File: src/rtl/gate_cmd_initiator.sv
// Initiator for the gl0/gl1/comando/enable selector interface: one request at a time,
// strobes enable around the target's busy echo and returns a single-cycle response.
module gate_cmd_initiator #(
    parameter int HOLD_CYCLES = 4,
    parameter int TIMEOUT     = 12,
    parameter int CNT_W       = 4
) (
    input  logic       clk,
    input  logic       rst_n,
    input  logic       req_valid,
    output logic       req_ready,
    input  logic [1:0] req_chan,
    input  logic       req_cmd,
    output logic       gl0,
    output logic       gl1,
    output logic       comando,
    output logic       enable,
    input  logic       b,
    input  logic [3:0] s_in,
    output logic       rsp_valid,
    output logic       rsp_ok,
    output logic       rsp_timeout,
    output logic [1:0] rsp_chan
);

    localparam logic [CNT_W-1:0] HOLD_N = CNT_W'(HOLD_CYCLES);
    localparam logic [CNT_W-1:0] TMO_N  = CNT_W'(TIMEOUT);

    typedef enum logic [2:0] {
        IDLE, SETUP, ASSERT, HOLD, RELEASE, ABORT, RESP
    } state_t;

    state_t           state;
    logic [CNT_W-1:0] cnt;
    logic [CNT_W-1:0] cnt_inc;
    logic [1:0]       chan_q;
    logic             ok_q;

    // Shared wait/hold counter sticks at all-ones instead of wrapping.
    function automatic logic [CNT_W-1:0] sat_inc(input logic [CNT_W-1:0] v);
        return (v == {CNT_W{1'b1}}) ? v : v + CNT_W'(1);
    endfunction

    assign cnt_inc = sat_inc(cnt);

    always_ff @(posedge clk or negedge rst_n) begin
        if (!rst_n) begin
            state       <= IDLE;
            cnt         <= '0;
            chan_q      <= '0;
            ok_q        <= 1'b0;
            req_ready   <= 1'b1;
            gl0         <= 1'b0;
            gl1         <= 1'b0;
            comando     <= 1'b0;
            enable      <= 1'b0;
            rsp_valid   <= 1'b0;
            rsp_ok      <= 1'b0;
            rsp_timeout <= 1'b0;
            rsp_chan    <= '0;
        end else begin
            rsp_valid <= 1'b0;
            case (state)
                IDLE: begin
                    if (req_valid && req_ready) begin
                        chan_q    <= req_chan;
                        gl0       <= req_chan[1];
                        gl1       <= req_chan[0];
                        comando   <= req_cmd;
                        ok_q      <= 1'b0;
                        req_ready <= 1'b0;
                        state     <= SETUP;
                    end
                end
                // Select lines were driven last cycle; give the target mux one quiet cycle.
                SETUP: begin
                    enable <= 1'b1;
                    cnt    <= '0;
                    state  <= ASSERT;
                end
                ASSERT: begin
                    if (b) begin
                        cnt   <= '0;
                        state <= HOLD;
                    end else begin
                        cnt <= cnt_inc;
                        if (cnt_inc == TMO_N) begin
                            enable <= 1'b0;
                            state  <= ABORT;
                        end
                    end
                end
                // b is deliberately not watched here, so a glitch low cannot cut the window short.
                HOLD: begin
                    if (cnt_inc == HOLD_N) begin
                        ok_q   <= s_in[chan_q];
                        enable <= 1'b0;
                        cnt    <= '0;
                        state  <= RELEASE;
                    end else begin
                        cnt <= cnt_inc;
                    end
                end
                RELEASE: begin
                    if (!b) begin
                        rsp_valid   <= 1'b1;
                        rsp_ok      <= ok_q;
                        rsp_timeout <= 1'b0;
                        rsp_chan    <= chan_q;
                        state       <= RESP;
                    end else begin
                        cnt <= cnt_inc;
                        if (cnt_inc == TMO_N) begin
                            state <= ABORT;
                        end
                    end
                end
                ABORT: begin
                    ok_q        <= 1'b0;
                    rsp_valid   <= 1'b1;
                    rsp_ok      <= 1'b0;
                    rsp_timeout <= 1'b1;
                    rsp_chan    <= chan_q;
                    state       <= RESP;
                end
                RESP: begin
                    req_ready <= 1'b1;
                    cnt       <= '0;
                    state     <= IDLE;
                end
                default: begin
                    state <= IDLE;
                end
            endcase
        end
    end

endmodule

File: config.mk
export PLATFORM = sky130hd
export DESIGN_NAME = gate_cmd_initiator
export DESIGN_NICKNAME = d
export VERILOG_FILES = /design/src/rtl/gate_cmd_initiator.sv
export SDC_FILE = /design/constraint.sdc
export NUM_CORES = 1
export LEC_CHECK = 0
export ABC_AREA = 1
export CORE_MARGIN = 2
export CORE_UTILIZATION = 54
export DETAILED_ROUTE_END_ITERATION = 16
export HOLD_SLACK_MARGIN = 0.06
export PLACE_DENSITY_LB_ADDON = 0.08
export SYNTH_ARGS = -nofsm -noshare
export SYNTH_HDL_FRONTEND = slang
export SYNTH_SLANG_ARGS = --single-unit
File: constraint.sdc
create_clock -name clk -period 2.4 [get_ports clk]
set_input_delay 0.24 -clock clk [delete_from_list [all_inputs] [get_ports clk]]
set_output_delay 0.24 -clock clk [all_outputs]
set_load 0.05 [all_outputs]
==> reports/results.ini, run 1 <==
[status]
outcome = completed

[timing]
final.min_clock_period_ns = 1.87
maxSlewHeadroom = 0.463
rsz0062_at_grt = no
drv_slew = 0
tightestPinTransition_ns = 0.803
period_share = 0.780
timing.fmax_mhz = 534
timing.final.setup_violations = 0
fin_tns_setup_ns = 0
timing.final.hold_violations = 0
clock_skew_after_layout_ns = 0.00607
setup_ws_ns = 0.527

[final_layout]
final_design_area_no_fill_mm2 = 0.00129
fillers = 154
mostFrequentLayoutCells = sky130_fd_sc_hd__nand2_1 (54), sky130_fd_sc_hd__clkdlybuf4s50_1 (20), sky130_fd_sc_hd__inv_1 (19), sky130_fd_sc_hd__dfrtp_1 (17), sky130_fd_sc_hd__nor2_1 (12)
mostFrequentLayoutCell = sky130_fd_sc_hd__nand2_1
drive_gt1_frac = 0.0838
diodes = 0
layout-area-overhead-vs-synth_pct = 23.7
final_net_count = 180

[floorplanning]
fp.dieH_um = 47.9
number_of_core_rows = 15
initial_utilization = 0.589
core_region_area_mm2 = 0.00176
boundaryPins = 21
chipWidth_um = 47.9
floorplan.die_area_mm2 = 0.00229

[route]
viasPerCell = 5.11
finalWirelength_um = 2290
dr.first_iter.drc_count = 53
drcViolationCount = 0
post_drt_wl_per_cell_um = 11.9
ant_nets = 0
drt_first_pass_iters = 4
routed-via-count = 981

[clocking]
tritoncts_clock_tree = yes
cts_max_level = 1
clk_pin_slew_worst_paths_ns = 0.10
clkLatencyLatePin_ns = 0.28
cts_resized = 0
cts_made_buffers = 3
clk_root_buffer_cell = sky130_fd_sc_hd__clkbuf_4
cts_buffer_depth = 2
post_cts_hold_buffer_count = 0
numClockSinks = 18
cts_setup_buffers = 0

[place]
place_area_mm2 = 0.00126
gp_congestion = 0.929
dp.final_hpwl_um = 1710
place_worst_setup_slack_ns = 0.811
port-buffer-count = 20

[yosys]
synth_area_mm2 = 0.00104
syn-mean-instance-area_um2 = 7.22
synth_seq_cells = 18
yosysWarningCount = 0
synthDistinctLibCells = 22
ys_seq_area_frac = 0.434
netlist_instances = 144
mappedNetlistNets = 156

[power_and_ir_drop]
vdd_drop_max_uv = 905
p_leak_nw = 0.661
power_per_cell_area_mw_per_mm2 = 1350

[setup_path]
timing.reg2reg.setup_slack_ns = 0.73
cpMaxStageDelayCell = sky130_fd_sc_hd__clkdlybuf4s50_1
regToRegStartpoint = cnt[0]$_DFFE_PN0P_
timing.critical_path.slowest_cell_delay_ns = 0.80
cp_data_required_time_ns = 2.16
crit_path_end_kind = primary output
critical_path.max_fanout = 3
critPathBufInv = 1
cp_class = reg2out
worst_reg_to_reg_path_cell_count = 10
family_with_the_most_delay_on_the_worst_path = buffers and inverters
cp_cell_sequence = clkdlybuf4s50_1
r2r-end = ok_q$_DFFE_PN0P_
crit_path_start_kind = flip-flop
worstPathArrival_ns = 1.63

[worst_hold_path]
holdCritPathClass = in2async

[run]
maxCapViolCount = 0

[grt]
grt_antenna_before_repair = 0
grt_pass1_vias = 914
globalRouteOverflowTotal = 0
gr-usage-all-layers = 0.247
grt_max_degree = 19
grt_first_pass_wirelength_um = 3870

cell type report:
class | count | area (um^2) | area share
Inverter | 22 | 82.6 | 0.0642
Clock buffer | 4 | 26.3 | 0.0204
Sequential cell | 18 | 452 | 0.351
Timing Repair Buffer | 20 | 200 | 0.156
Tap cell | 25 | 31.3 | 0.0243
Multi-Input combinational cell | 103 | 494 | 0.384
cell families after synthesis:
kind of cell | Yosys count | synth area share
simple gates | 85 | 0.363
buf+inv | 23 | 0.0903
flops | 18 | 0.434
compound gates | 16 | 0.0891
mux | 1 | 0.0108
fa+ha+maj | 1 | 0.0120
routing by layer:
| metal | global-route usage | vias to the layer above | wire [um] |
|---|---|---|---|
| met5 | 0 | - | 0 |
| met4 | 0.0919 | 0 | 19 |
| met3 | 0.0453 | 2 | 134 |
| met2 | 0.400 | 30 | 1140 |
| met1 | 0.328 | 452 | 993 |
| li1 | - | 497 | - |
worst reg2reg max path, delay by kind of cell, from the launching register on:
kind / cells / cell delay [ns]
flops: 1 / 0.43
buf+inv: 1 / 0.08
simple gates: 8 / 0.82
fa+ha+maj: 1 / 0.27
Yosys cell counts:
master / count / share of area
sky130_fd_sc_hd__nand2_1: 54 / 0.19
sky130_fd_sc_hd__inv_1: 19 / 0.069
sky130_fd_sc_hd__dfrtp_1: 17 / 0.41
sky130_fd_sc_hd__nor2_1: 12 / 0.043
sky130_fd_sc_hd__nand3_1: 8 / 0.039
sky130_fd_sc_hd__o21ai_0: 8 / 0.039
sky130_fd_sc_hd__a21oi_1: 4 / 0.019
sky130_fd_sc_hd__inv_2: 3 / 0.011
sky130_fd_sc_hd__nand2_2: 3 / 0.018
sky130_fd_sc_hd__nand4_1: 3 / 0.018
sky130_fd_sc_hd__o211ai_1: 2 / 0.014
sky130_fd_sc_hd__a32o_1: 1 / 0.0096
sky130_fd_sc_hd__buf_6: 1 / 0.011
sky130_fd_sc_hd__dfstp_2: 1 / 0.025
sky130_fd_sc_hd__ha_1: 1 / 0.012
sky130_fd_sc_hd__mux2_1: 1 / 0.011
sky130_fd_sc_hd__nand2_4: 1 / 0.011
sky130_fd_sc_hd__nor2_2: 1 / 0.0060
sky130_fd_sc_hd__nor2_4: 1 / 0.011
sky130_fd_sc_hd__nor3_4: 1 / 0.016
sky130_fd_sc_hd__nor3b_1: 1 / 0.0072
sky130_fd_sc_hd__o31ai_1: 1 / 0.0072
worst max path at each step:
| stage | slack (ns) | end | cells after the start | start |
|---|---|---|---|---|
| after floorplan | 0.95 | enable$_DFFE_PN0P_ | 11 | cnt[0]$_DFFE_PN0P_ |
| after global routing | 0.48 | req_ready | 1 | req_ready$_DFFE_PN1P_ |
| final | 0.53 | req_ready | 1 | req_ready$_DFFE_PN1P_ |
| after CTS | 0.51 | req_ready | 1 | req_ready$_DFFE_PN1P_ |
| after detailed placement | 0.81 | enable$_DFFE_PN0P_ | 11 | cnt[0]$_DFFE_PN0P_ |
| after global placement | 0.84 | req_ready | 1 | req_ready$_DFFE_PN1P_ |
stage by stage:
| stage | instances | power [mW] | hold WS (ns) | util |
|---|---|---|---|---|
| 6_report | 192 | 1.73 | 0.408 | 0.729 |
| 2_1_floorplan | 144 | 1.29 | -0.0556 | - |
| 3_5_place_dp | 188 | 1.57 | 0.460 | 0.714 |
| 4_1_cts | 192 | 1.73 | 0.439 | 0.729 |
| 5_1_grt | 192 | 1.88 | 0.493 | 0.729 |
| 3_3_place_gp | 188 | 1.55 | 0.454 | 0.714 |
sequential cells by signal (all words and copies together) (netlist names):
register	cells
cnt	4
ok_q	1
chan_q	2
rsp_ok	1
rsp_chan	2
state	3
rsp_valid	1
req_ready	1
rsp_timeout	1
comando	1
enable	1
power by group:
group	internal, mW	switching [mW]	leakage [nW]	total [mW]
Combinational	0.344	0.690	0.421	1.03
Sequential	0.435	0.114	0.225	0.548
Clock	0.0644	0.0883	0.0150	0.153
Note: power is estimated with default switching activity, not from simulation.
==> inputs of run 2 (changes only) <==
--- a/config.mk
+++ b/config.mk
@@ -7,7 +7,7 @@
 export LEC_CHECK = 0
 export ABC_AREA = 1
 export CORE_MARGIN = 2
-export CORE_UTILIZATION = 54
+export CORE_UTILIZATION = 50
 export DETAILED_ROUTE_END_ITERATION = 16
 export HOLD_SLACK_MARGIN = 0.06
 export PLACE_DENSITY_LB_ADDON = 0.08
==> constraint.sdc (replaced) <==
create_clock -name clk -period 1.75 [get_ports clk]
set_input_delay 0.175 -clock clk [delete_from_list [all_inputs] [get_ports clk]]
set_output_delay 0.175 -clock clk [all_outputs]
set_load 0.05 [all_outputs]
==> reports/results.ini, run 2 (synthesis gave the netlist of run 1 again) <==
[floorplanning]
chipWidth_um = 49.6
floorplan.die_area_mm2 = 0.00246
boundaryPins = 21
fp.dieH_um = 49.6
number_of_core_rows = 16
initial_utilization = 0.530
core_region_area_mm2 = 0.00196

[setup_path]
crit_path_start_kind = flip-flop
worstPathArrival_ns = 1.52
cp_data_required_time_ns = 1.57
cpMaxStageDelayCell = sky130_fd_sc_hd__clkdlybuf4s50_1
critPathBufInv = 1
cp_class = reg2out
family_with_the_most_delay_on_the_worst_path = buffers and inverters
cp_cell_sequence = clkdlybuf4s50_1
timing.critical_path.slowest_cell_delay_ns = 0.82
critical_path.max_fanout = 4
crit_path_end_kind = primary output

[final_layout]
number_of_flip_flops_in_the_largest_register = 4
drive_gt1_frac = 0.123
diodes = 0
final_net_count = 184
layout-area-overhead-vs-synth_pct = 26.6
top_register = cnt
final-instance-count-excl-fill = 198
final_design_area_no_fill_mm2 = 0.00132
mostFrequentLayoutCell = sky130_fd_sc_hd__nand2_1
top_regs = cnt: 4 flops, state: 3 flops
mostFrequentLayoutCells = sky130_fd_sc_hd__nand2_1 (54), sky130_fd_sc_hd__inv_1 (19), sky130_fd_sc_hd__clkdlybuf4s50_1 (18), sky130_fd_sc_hd__dfrtp_1 (17), sky130_fd_sc_hd__nor2_1 (11)
post-route-util = 0.671

[route]
routed-via-count = 978
finalWirelength_um = 2400
drcViolationCount = 0
viasPerCell = 4.94
dr.first_iter.drc_count = 20
post_drt_wl_per_cell_um = 12.1
ant_nets = 0
drt_first_pass_iters = 4

[clocking]
post_cts_hold_buffer_count = 0
cts_made_buffers = 3
clk_root_buffer_cell = sky130_fd_sc_hd__clkbuf_4
clk_pin_slew_worst_paths_ns = 0.11
cts_max_level = 1
numClockSinks = 18
tritoncts_clock_tree = yes
clkLatencyLatePin_ns = 0.30
cts_buffer_depth = 2

[power_and_ir_drop]
report.power.total_mw = 2.41
vdd_drop_max_uv = 1150
power_per_cell_area_mw_per_mm2 = 1830
p_leak_nw = 0.683

[timing]
maxSlewHeadroom = 0.662
setup_ws_ns = 0.0500
timing.fmax_mhz = 588
period_share = 0.971
tightestPinTransition_ns = 0.506
timing.final.setup_violations = 0
rsz0062_at_grt = no
whs_ns = 0.125
timing.final.hold_violations = 0
final.min_clock_period_ns = 1.70
drv_slew = 0
fin_tns_setup_ns = 0
clock_skew_after_layout_ns = 0.0109

[grt]
globalRouteOverflowTotal = 0
grt_first_pass_wirelength_um = 4020
gr-usage-all-layers = 0.217
grt_pass1_vias = 960
grt_max_degree = 13
grt_antenna_before_repair = 0

[place]
place_area_mm2 = 0.00127
place_worst_setup_slack_ns = 0.112
dp.final_hpwl_um = 1860
gp_congestion = 0.883
port-buffer-count = 20
dp.cells = 192

[worst_hold_path]
holdCritPathClass = in2async

[run]
maxCapViolCount = 0

[status]
outcome = completed

==> run 2: changes by cell type in the layout (fill, tap and decap cells not counted) <==
cell | previous run | this run
sky130_fd_sc_hd__buf_4 | 0 | 6
sky130_fd_sc_hd__nor2_1 | 12 | 11
sky130_fd_sc_hd__clkdlybuf4s50_1 | 20 | 18
sky130_fd_sc_hd__nor2_2 | 1 | 2
==> run 2: final cells by class <==
class,instances,area [um^2]
Clock buffer,4,26.3
Tap cell,27,33.8
Sequential cell,18,452
Multi-Input combinational cell,103,497
Timing Repair Buffer,24,225
Inverter,22,82.6
Fill cell,201,646
==> run 2: per-layer routing <==
layer  share of wire  track usage  vias up
li1                -            -      510
met1            0.43        0.263      436
met2            0.50        0.378       27
met3           0.058       0.0424        5
met4           0.017       0.0833        0
met5               0            0        -
==> run 2: what timing repair did <==
item / 4_1_cts / 5_1_grt
resized for setup: 0 / 1
endpoints found under the setup margin: 0 / 1
buffers inserted: 0 / 2
==> run 2: report_power, final <==
group          switching, mW  internal, mW
clock network          0.137        0.0889
logic                  0.945         0.489
registers              0.151         0.596
total                   1.23          1.17
==> run 2: final timing paths <==
path	start	endpoint	depth (start not counted)	slack, ns
max reg2reg	cnt[0]$_DFFE_PN0P_	enable$_DFFE_PN0P_	11	0.14
max	chan_q[1]$_DFFE_PN0P_	gl0	1	0.05
min in group clk	req_chan[0]	chan_q[0]$_DFFE_PN0P_	3	0.41
min reg2reg	rsp_timeout$_DFFE_PN0P_	rsp_timeout$_DFFE_PN0P_	2	0.48
max in group asynchronous	rst_n	req_ready$_DFFE_PN1P_	2	1.05
min	rst_n	state[0]$_DFFE_PN0P_	1	0.13
